===== config.mk =====
export PLATFORM = sky130hd
export DESIGN_NAME = prbs7_data_generator_flat
export DESIGN_NICKNAME = d
export VERILOG_FILES = /design/src/rtl/prbs7_data_generator_if.sv /design/src/rtl/prbs7_data_generator.sv /design/src/flat_wrapper.sv
export SDC_FILE = /design/constraint.sdc
export NUM_CORES = 1
export LEC_CHECK = 0
export ABC_CLOCK_PERIOD_IN_PS = 1900
export CORE_ASPECT_RATIO = 0.6
export CORE_MARGIN = 1.5
export CORE_UTILIZATION = 47
export DETAILED_ROUTE_END_ITERATION = 6
export PLACE_DENSITY = 0.87
export SYNTH_ARGS = -nofsm -noshare
export SYNTH_HDL_FRONTEND = slang
export SYNTH_SLANG_ARGS = --single-unit
export TNS_END_PERCENT = 100

===== constraint.sdc =====
create_clock -name clock -period 1.9 [get_ports clock]
set_input_delay 0.38 -clock clock [delete_from_list [all_inputs] [get_ports clock]]
set_output_delay 0.38 -clock clock [all_outputs]
set_load 0.01 [all_outputs]

===== src/rtl/prbs7_data_generator_if.sv =====
//------------------------------------------------------------------------------
// Module   : prbs7_data_generator_if
// Brief    : Control/data bundle between test-control registers, the PRBS7
//            word generator and the serializer TX word input.
// Revision : 1.0 - initial release
//------------------------------------------------------------------------------
`default_nettype none

interface prbs7_data_generator_if #(
  parameter int CNT_WIDTH = 32
);
  logic                 enable;
  logic                 load_seed;
  logic [6:0]           seed_in;
  logic                 inj_req;
  logic [4:0]           inj_bit;
  logic [31:0]          DataOut;
  logic                 data_valid;
  logic                 inj_busy;
  logic [CNT_WIDTH-1:0] word_count;
  logic [CNT_WIDTH-1:0] inj_count;

  // Control side: drives requests, observes the generated stream and status
  modport master (
    output enable, load_seed, seed_in, inj_req, inj_bit,
    input  DataOut, data_valid, inj_busy, word_count, inj_count
  );

  // Generator side
  modport slave (
    input  enable, load_seed, seed_in, inj_req, inj_bit,
    output DataOut, data_valid, inj_busy, word_count, inj_count
  );
endinterface

`default_nettype wire


===== src/rtl/prbs7_data_generator.sv =====
//------------------------------------------------------------------------------
// Module   : prbs7_data_generator
// Brief    : 32-bit-per-clock PRBS7 (x^7 + x^6 + 1) word source with seed
//            load, clock-enable hold and one-shot single-bit error injection.
// Revision : 1.0 - initial release
//------------------------------------------------------------------------------
`default_nettype none

module prbs7_data_generator #(
  parameter logic [6:0] INIT_SEED = 7'h7F,
  parameter int         CNT_WIDTH = 32
) (
  input  wire logic            clock,
  input  wire logic            reset_n,
  prbs7_data_generator_if.slave bus
);

  localparam logic [CNT_WIDTH-1:0] c_cnt_one  = {{(CNT_WIDTH-1){1'b0}}, 1'b1};
  localparam logic [31:0]          c_word_one = 32'd1;

  // r_state[6] is the oldest of the last 7 emitted bits, r_state[0] the newest
  logic [6:0]           r_state;
  logic [31:0]          r_data;
  logic                 r_valid;
  logic                 r_inj_busy;
  logic [4:0]           r_inj_idx;
  logic [CNT_WIDTH-1:0] r_word_count;
  logic [CNT_WIDTH-1:0] r_inj_count;

  // w_ext[38:32] is the current state, w_ext[31:0] the next word, so the
  // recurrence bit p = bit(p+7) ^ bit(p+6) runs straight across the boundary
  logic [38:0]          w_ext;
  logic                 w_emit;
  logic                 w_inj_apply;
  logic [4:0]           w_inj_idx;
  logic [31:0]          w_inj_mask;
  logic [6:0]           w_seed;

  // 32-step unrolling of the serial LFSR recurrence
  always_comb begin
    w_ext        = '0;
    w_ext[38:32] = r_state;
    for (int i = 31; i >= 0; i--) begin
      w_ext[i] = w_ext[i+7] ^ w_ext[i+6];
    end
  end

  // Seed load wins over enable; an armed or same-edge injection request is
  // applied on the first edge that actually emits a word
  always_comb begin
    w_emit      = bus.enable && !bus.load_seed;
    w_inj_apply = w_emit && (r_inj_busy || bus.inj_req);
    w_inj_idx   = r_inj_busy ? r_inj_idx : bus.inj_bit;
    w_inj_mask  = w_inj_apply ? (c_word_one << w_inj_idx) : 32'd0;
    w_seed      = (bus.seed_in == 7'd0) ? INIT_SEED : bus.seed_in;
  end

  // Generator state, output word, injection arming and counters
  always_ff @(posedge clock or negedge reset_n) begin
    if (!reset_n) begin
      r_state      <= INIT_SEED;
      r_data       <= '0;
      r_valid      <= 1'b0;
      r_inj_busy   <= 1'b0;
      r_inj_idx    <= '0;
      r_word_count <= '0;
      r_inj_count  <= '0;
    end else begin
      if (bus.load_seed) begin
        r_state <= w_seed;
        r_valid <= 1'b0;
      end else if (bus.enable) begin
        // The flip touches the output only; the state keeps the clean bits
        r_data       <= w_ext[31:0] ^ w_inj_mask;
        r_state      <= w_ext[6:0];
        r_valid      <= 1'b1;
        r_word_count <= r_word_count + c_cnt_one;
      end else begin
        r_valid <= 1'b0;
      end

      if (w_inj_apply) begin
        r_inj_busy  <= 1'b0;
        r_inj_count <= r_inj_count + c_cnt_one;
      end else if (bus.inj_req && !r_inj_busy) begin
        r_inj_busy <= 1'b1;
        r_inj_idx  <= bus.inj_bit;
      end
    end
  end

  assign bus.DataOut    = r_data;
  assign bus.data_valid = r_valid;
  assign bus.inj_busy   = r_inj_busy;
  assign bus.word_count = r_word_count;
  assign bus.inj_count  = r_inj_count;

endmodule

`default_nettype wire


===== src/flat_wrapper.sv =====
// flat-port wrapper written by rule: the top's interface ports become plain ports
module prbs7_data_generator_flat 
#(
  parameter logic [6:0] INIT_SEED = 7'h7F,
  parameter int         CNT_WIDTH = 32
)
  (clock, reset_n, bus_enable, bus_load_seed, bus_seed_in, bus_inj_req, bus_inj_bit, bus_DataOut, bus_data_valid, bus_inj_busy, bus_word_count, bus_inj_count);
  prbs7_data_generator_if #(.CNT_WIDTH(CNT_WIDTH)) bus_i ();
  input  wire logic clock;
  input  wire logic reset_n;
  input wire logic [$bits(bus_i.enable)-1:0] bus_enable;
  input wire logic [$bits(bus_i.load_seed)-1:0] bus_load_seed;
  input wire logic [$bits(bus_i.seed_in)-1:0] bus_seed_in;
  input wire logic [$bits(bus_i.inj_req)-1:0] bus_inj_req;
  input wire logic [$bits(bus_i.inj_bit)-1:0] bus_inj_bit;
  output wire logic [$bits(bus_i.DataOut)-1:0] bus_DataOut;
  output wire logic [$bits(bus_i.data_valid)-1:0] bus_data_valid;
  output wire logic [$bits(bus_i.inj_busy)-1:0] bus_inj_busy;
  output wire logic [$bits(bus_i.word_count)-1:0] bus_word_count;
  output wire logic [$bits(bus_i.inj_count)-1:0] bus_inj_count;
  assign bus_i.enable = bus_enable;
  assign bus_i.load_seed = bus_load_seed;
  assign bus_i.seed_in = bus_seed_in;
  assign bus_i.inj_req = bus_inj_req;
  assign bus_i.inj_bit = bus_inj_bit;
  assign bus_DataOut = bus_i.DataOut;
  assign bus_data_valid = bus_i.data_valid;
  assign bus_inj_busy = bus_i.inj_busy;
  assign bus_word_count = bus_i.word_count;
  assign bus_inj_count = bus_i.inj_count;
  prbs7_data_generator #(.INIT_SEED(INIT_SEED), .CNT_WIDTH(CNT_WIDTH)) u_core (.clock(clock), .reset_n(reset_n), .bus(bus_i));
endmodule

# --- Word level (Yosys, flattened, before mapping) ---
# Cells that the tools add are included.
# W data, S select, Z words.
word_totals:
  reg_bits: 110
  elab_cells: 65
  input_bits: 17
classes:
  muxes: 9
  n_reduce_logical: 11
  n_shift: 1
  n_bitwise: 35
  n_addsub: 2
op_table:
  columns: ["op", "count"]
  rows:
  - ["$add A32 B1 Y32 const B", 2]
  - ["$mux W32", 1]
  - ["$shl A1 B5 Y32 const A", 1]
  - ["$xor A1 B1 Y1", 32]
  - ["$xor A32 B32 Y32", 1]
  - ["$mux W7", 3]
  - ["$logic_not A7 Y1", 1]
  - ["$mux W5", 1]
  - ["$mux W1", 4]
  - ["$reduce_and A2 Y1", 2]
  - ["$reduce_bool A2 Y1", 2]
  - ["$logic_and A1 B1 Y1", 3]
  - ["$logic_not A1 Y1", 2]
  - ["$not A1 Y1", 2]
  - ["$logic_or A1 B1 Y1", 1]

# --- Logic depth before layout (Yosys ltp) ---
depth:
  ltp_word: 8
  mapped_depth: 7

# --- Worst setup path after synthesis ---
# Ideal clock, no wire load.
synth_path:
  kind: "register to register"
  startpoint: "register u_core.r_word_count[0] (netlist: u_core.bus.word_count[0])"
  endpoint: "register u_core.r_word_count[26] (netlist: u_core.bus.word_count[26])"
  n_path_buf: 0
  t_required_ns: 1.821
  synth_period_minus_slack_ns: 2.039
  stages_incl_launch_ff: 7
  slack_ns: -0.139
  setup_time_ns: 0.079
  arrival_ns: 1.960
  cell_sequence: "dfrtp_1 > ha_1 > nand4b_1 > or3_1 > or4_1 > nor2_1 > xor2_1"
synth_between:
  elab_chain_len: 1
synth_lines:
  columns: ["element", "line_no", "text"]
  rows:
  - ["start: declaration", "prbs7_data_generator.sv:27", "logic [CNT_WIDTH-1:0] r_word_count;"]
  - ["start signal: assignment", "prbs7_data_generator.sv:77", "r_word_count <= r_word_count + c_cnt_one;"]
  - ["$add A32 B1 Y32", "prbs7_data_generator.sv:77", null]
# No other way between the ends.
# A chain may end at the register's enable or synchronous reset.

# --- Worst setup path in the final report ---
layout_path:
  startpoint: "register u_core.r_word_count[1] (netlist: u_core.bus.word_count[1])"
  endpoint: "register u_core.r_word_count[28] (netlist: u_core.bus.word_count[28])"
# The elaborated chain is that of the path after synthesis.

==> flow_summary.ini <==
[place]
pre_cts_ws_ps = -588.9
gp_congestion = 1.117
dpl.hpwl_mm = 11.23
portBuffers = 114
numPlacedInstances = 869

[cells_and_area]
fin_cells = 886
layout-drive-gt1-share = 0.1736
layout.nets = 741
syn_to_final_growth_pct = 39.23
antenna_cells = 0

[clock_tree]
clk_path_buf_depth = 2
worstSkewPairLatency_ps = 350
hold_buffers = 0
clk_pin_slew_ps = 70
cts_made_buffers = 9
cts_tree = built
cts_num_sinks = 110
root_buffer = clkbuf_16
h-tree-depth = 3

[yosys]
yosys-mux-area-fraction = 0.02139
yosys_warnings = 0
synthCells = 550
synth_compound_area_frac = 0.06327
synth_top_family_by_area = XOR/XNOR gates
ys_ff_latch = 110
synth_cell_type_count = 46
synth_xor_xnor_area_share = 0.2018
seq_area_frac_synth = 0.4970
synth-main-ff-cell = dfrtp_1
async_reset_ff_frac = 1.000
synthSimpleGateAreaFrac = 0.1882
syn_avg_cell_area_sq_um = 10.10
syn-num-nets = 569
synth-edff-count = 0
syn_area_sq_um = 5557
synth-adder-area-share = 0.004503

[timing]
finalHoldViolations = 6
skew_ps = 8.673
slew_violations = 0
relSlewSlack = 0.6697
setup_ws_ps = -105.1
rsz0062_at_grt = true
setup_violations = 5
fin_crit_sh = 1.055
whs_ps = -8.131
post-route-min-period_ps = 2005
tightest_slew_ps = 491.9
max_freq_mhz = 498.7

[critical_path]
crit_path_cell_trace = ha_2 > nand4b_1 > or3_4 > or4_4 > nor2_4 > xor2_1
cp.depth = 6
required_ps = 2160
slowest_stage = or4_4
cpPeakStageDelay_ps = 540
end_kind = flop
r2r_cells = 6
crit_type = reg -> reg
reg2reg_from = u_core.bus.word_count[1]
path_buf_inv = 0
critPathLaunchType = flop
worstPathMaxFanout = 3
arrival_ps = 2270
cp_top_family = simple AND/OR/NAND/NOR gates
crit_start = u_core.bus.word_count[1]

[run]
maxCapViolCount = 0

[routing]
drt_iter0_drc = 369
num_vias = 4681
drc = 0
ant_nets = 0
post_drt_wl_per_cell_um = 16.70
routed_wl_mm = 14.80
firstDrtPassIters = 5
vias_per_cell = 5.283

[run_status]
violations = negative hold slack, negative setup slack
status = complete, but fails checks

[power]
power_leakage_nw = 3.294
power_density_nw_per_um2 = 1252
p_comb_frac = 0.466
p_seq_frac = 0.354
power_switching_mw = 3.516
p_int_mw = 6.168
ir_drop_mv = 0.6169
power_frac_clock = 0.180
p_sw_frac = 0.3630

[global_routing]
antenna_found_initial = 0
gr-total-overflow = 0
grt_pass1_vias = 4516
grt_max_degree = 52
track_usage = 0.2427
grt_pass1_wl_mm = 23.19

[floorplan]
start_util = 0.4870
die_area_sq_um = 12510
rows = 30
die_h_um = 87.23
boundaryPins = 115
die_x_um = 143.4
coreArea_sq_um = 11410

[min_path]
hold_class = in -> async
## Yosys cell counts, types with 2 or more instances
cell	number	area [sq um]
a22oi_1	2	15.01
a32o_1	2	20.02
and4_1	8	70.07
xor2_1	33	289.0
and3_1	7	43.79
o22a_1	4	35.03
nand2_1	68	255.2
o21ai_0	35	175.2
or4_4	2	22.52
a21oi_1	8	40.04
nand3_1	37	185.2
nand2b_1	3	18.77
nand4_1	10	62.56
xnor2_1	95	832.1
nand3b_1	6	45.04
dfstp_2	7	183.9
nand4b_1	2	17.52
ha_1	2	25.02
nor3_1	11	55.05
inv_1	11	41.29
nor2_1	34	127.6
or2_2	3	18.77
dfrtp_1	103	2577
and2_1	3	18.77
or4_1	2	15.01
nor2b_1	4	25.02
mux2i_1	4	40.04
o22ai_1	2	12.51
clkbuf_1	19	71.32
mux2_2	7	78.83
## layout make-up
| type | instances | area (sq um) |
|---|---|---|
| Multi-Input combinational cell | 407 | 2785 |
| Clock inverter | 5 | 35.03 |
| Inverter | 11 | 41.29 |
| Sequential cell | 110 | 2761 |
| Tap cell | 160 | 200.2 |
| Timing Repair Buffer | 183 | 1684 |
| Clock buffer | 10 | 229.0 |
| Fill cell | 883 | 3675 |
## placed cells by master, fill, tap and decap left out, types with 4 or more instances in the layout
| master | instances |
|---|---|
| o21ai_0 | 33 |
| a21oi_1 | 8 |
| clkbuf_16 | 9 |
| clkdlybuf4s50_1 | 111 |
| nor2_1 | 30 |
| o22a_1 | 4 |
| inv_1 | 11 |
| buf_4 | 67 |
| nand4_1 | 10 |
| xor2_1 | 32 |
| nand3b_1 | 6 |
| dfrtp_1 | 103 |
| dfstp_2 | 7 |
| nor3_2 | 4 |
| nor3_1 | 6 |
| and4_1 | 8 |
| mux2i_1 | 4 |
| nor2b_1 | 4 |
| nand2_1 | 68 |
| nand3_1 | 37 |
| mux2_2 | 7 |
| and3_1 | 7 |
| xnor2_1 | 92 |
## worst reg2reg max path: cells and delay by family, from the launching register on
kind	cells	cell delay, ps
adder cells (fa/ha/maj)	1	210
XOR/XNOR	1	170
flip-flops	1	360
AND/OR/NAND/NOR	4	1190
## logic make-up after synthesis
kind of cell | count (synthesis)
AO/OA/AOI/OAI | 59
XOR/XNOR | 128
adder cells (fa/ha/maj) | 2
buffers and inverters | 33
flip-flops | 110
multiplexers | 11
AND/OR/NAND/NOR | 207
## registers in the layout (all words and copies together) (netlist names)
signal and cells:
u_core.bus.DataOut 32, u_core.bus.inj_count 32, u_core.bus.word_count 32, u_core.r_state 7, u_core.r_inj_idx 5, u_core.bus.data_valid 1, u_core.bus.inj_busy 1
## through the flow
| stage | instance area, sq um | power [mW] | hold WS (ps) | utilization | TNS (ps) |
|---|---|---|---|---|---|
| final | 7736 | 9.684 | -8.131 | 0.6780 | -360.6 |
| after global routing | 7736 | 10.20 | 23.49 | 0.6780 | -983.3 |
| after CTS | 7646 | 9.557 | 5.472 | 0.6701 | -248.0 |
| after detailed placement | 7348 | 7.778 | 378.6 | 0.6440 | -27230 |
| after global placement | 7348 | 7.640 | 357.9 | 0.6440 | -23270 |
| after floorplan | 5573 | 5.680 | 84.41 | - | -44.30 |
## per-layer routing
layer  up-vias  GRT usage  part of all wire
li1       2204          -                 -
met5         -          0                 0
met1      2273     0.3556              0.47
met4         0    0.05473             0.011
met2       187     0.3610              0.43
met3        17    0.06377             0.086
## path summary, 6_finish.rpt
kind                       slack (ps)                        end
max                              -110  u_core.bus.word_count[28]
min                                -8    u_core.bus.inj_count[0]
max reg2reg                      -110  u_core.bus.word_count[28]
min reg2reg                       480     u_core.bus.DataOut[25]
max in group asynchronous        1270     u_core.bus.DataOut[30]
min in group clock                480     u_core.bus.DataOut[25]
## power groups by stage
| stage | combinational, mW | sequential [mW] | clock, mW |
|---|---|---|---|
| 6_report | 4.51 | 3.43 | 1.74 |
| 4_1_cts | 4.38 | 3.40 | 1.78 |
| 5_1_grt | 4.84 | 3.49 | 1.87 |
| 3_5_place_dp | 4.34 | 3.44 | 0 |
| 3_3_place_gp | 4.24 | 3.40 | 0 |
| 2_1_floorplan | 2.18 | 3.50 | 0 |
## what timing repair did
item	CTS	global route
gates resized for setup	9	17
setup endpoints to repair	30	20
pin swaps	1	2
setup buffers	1	1
Note: power is estimated with default switching activity, not from simulation.
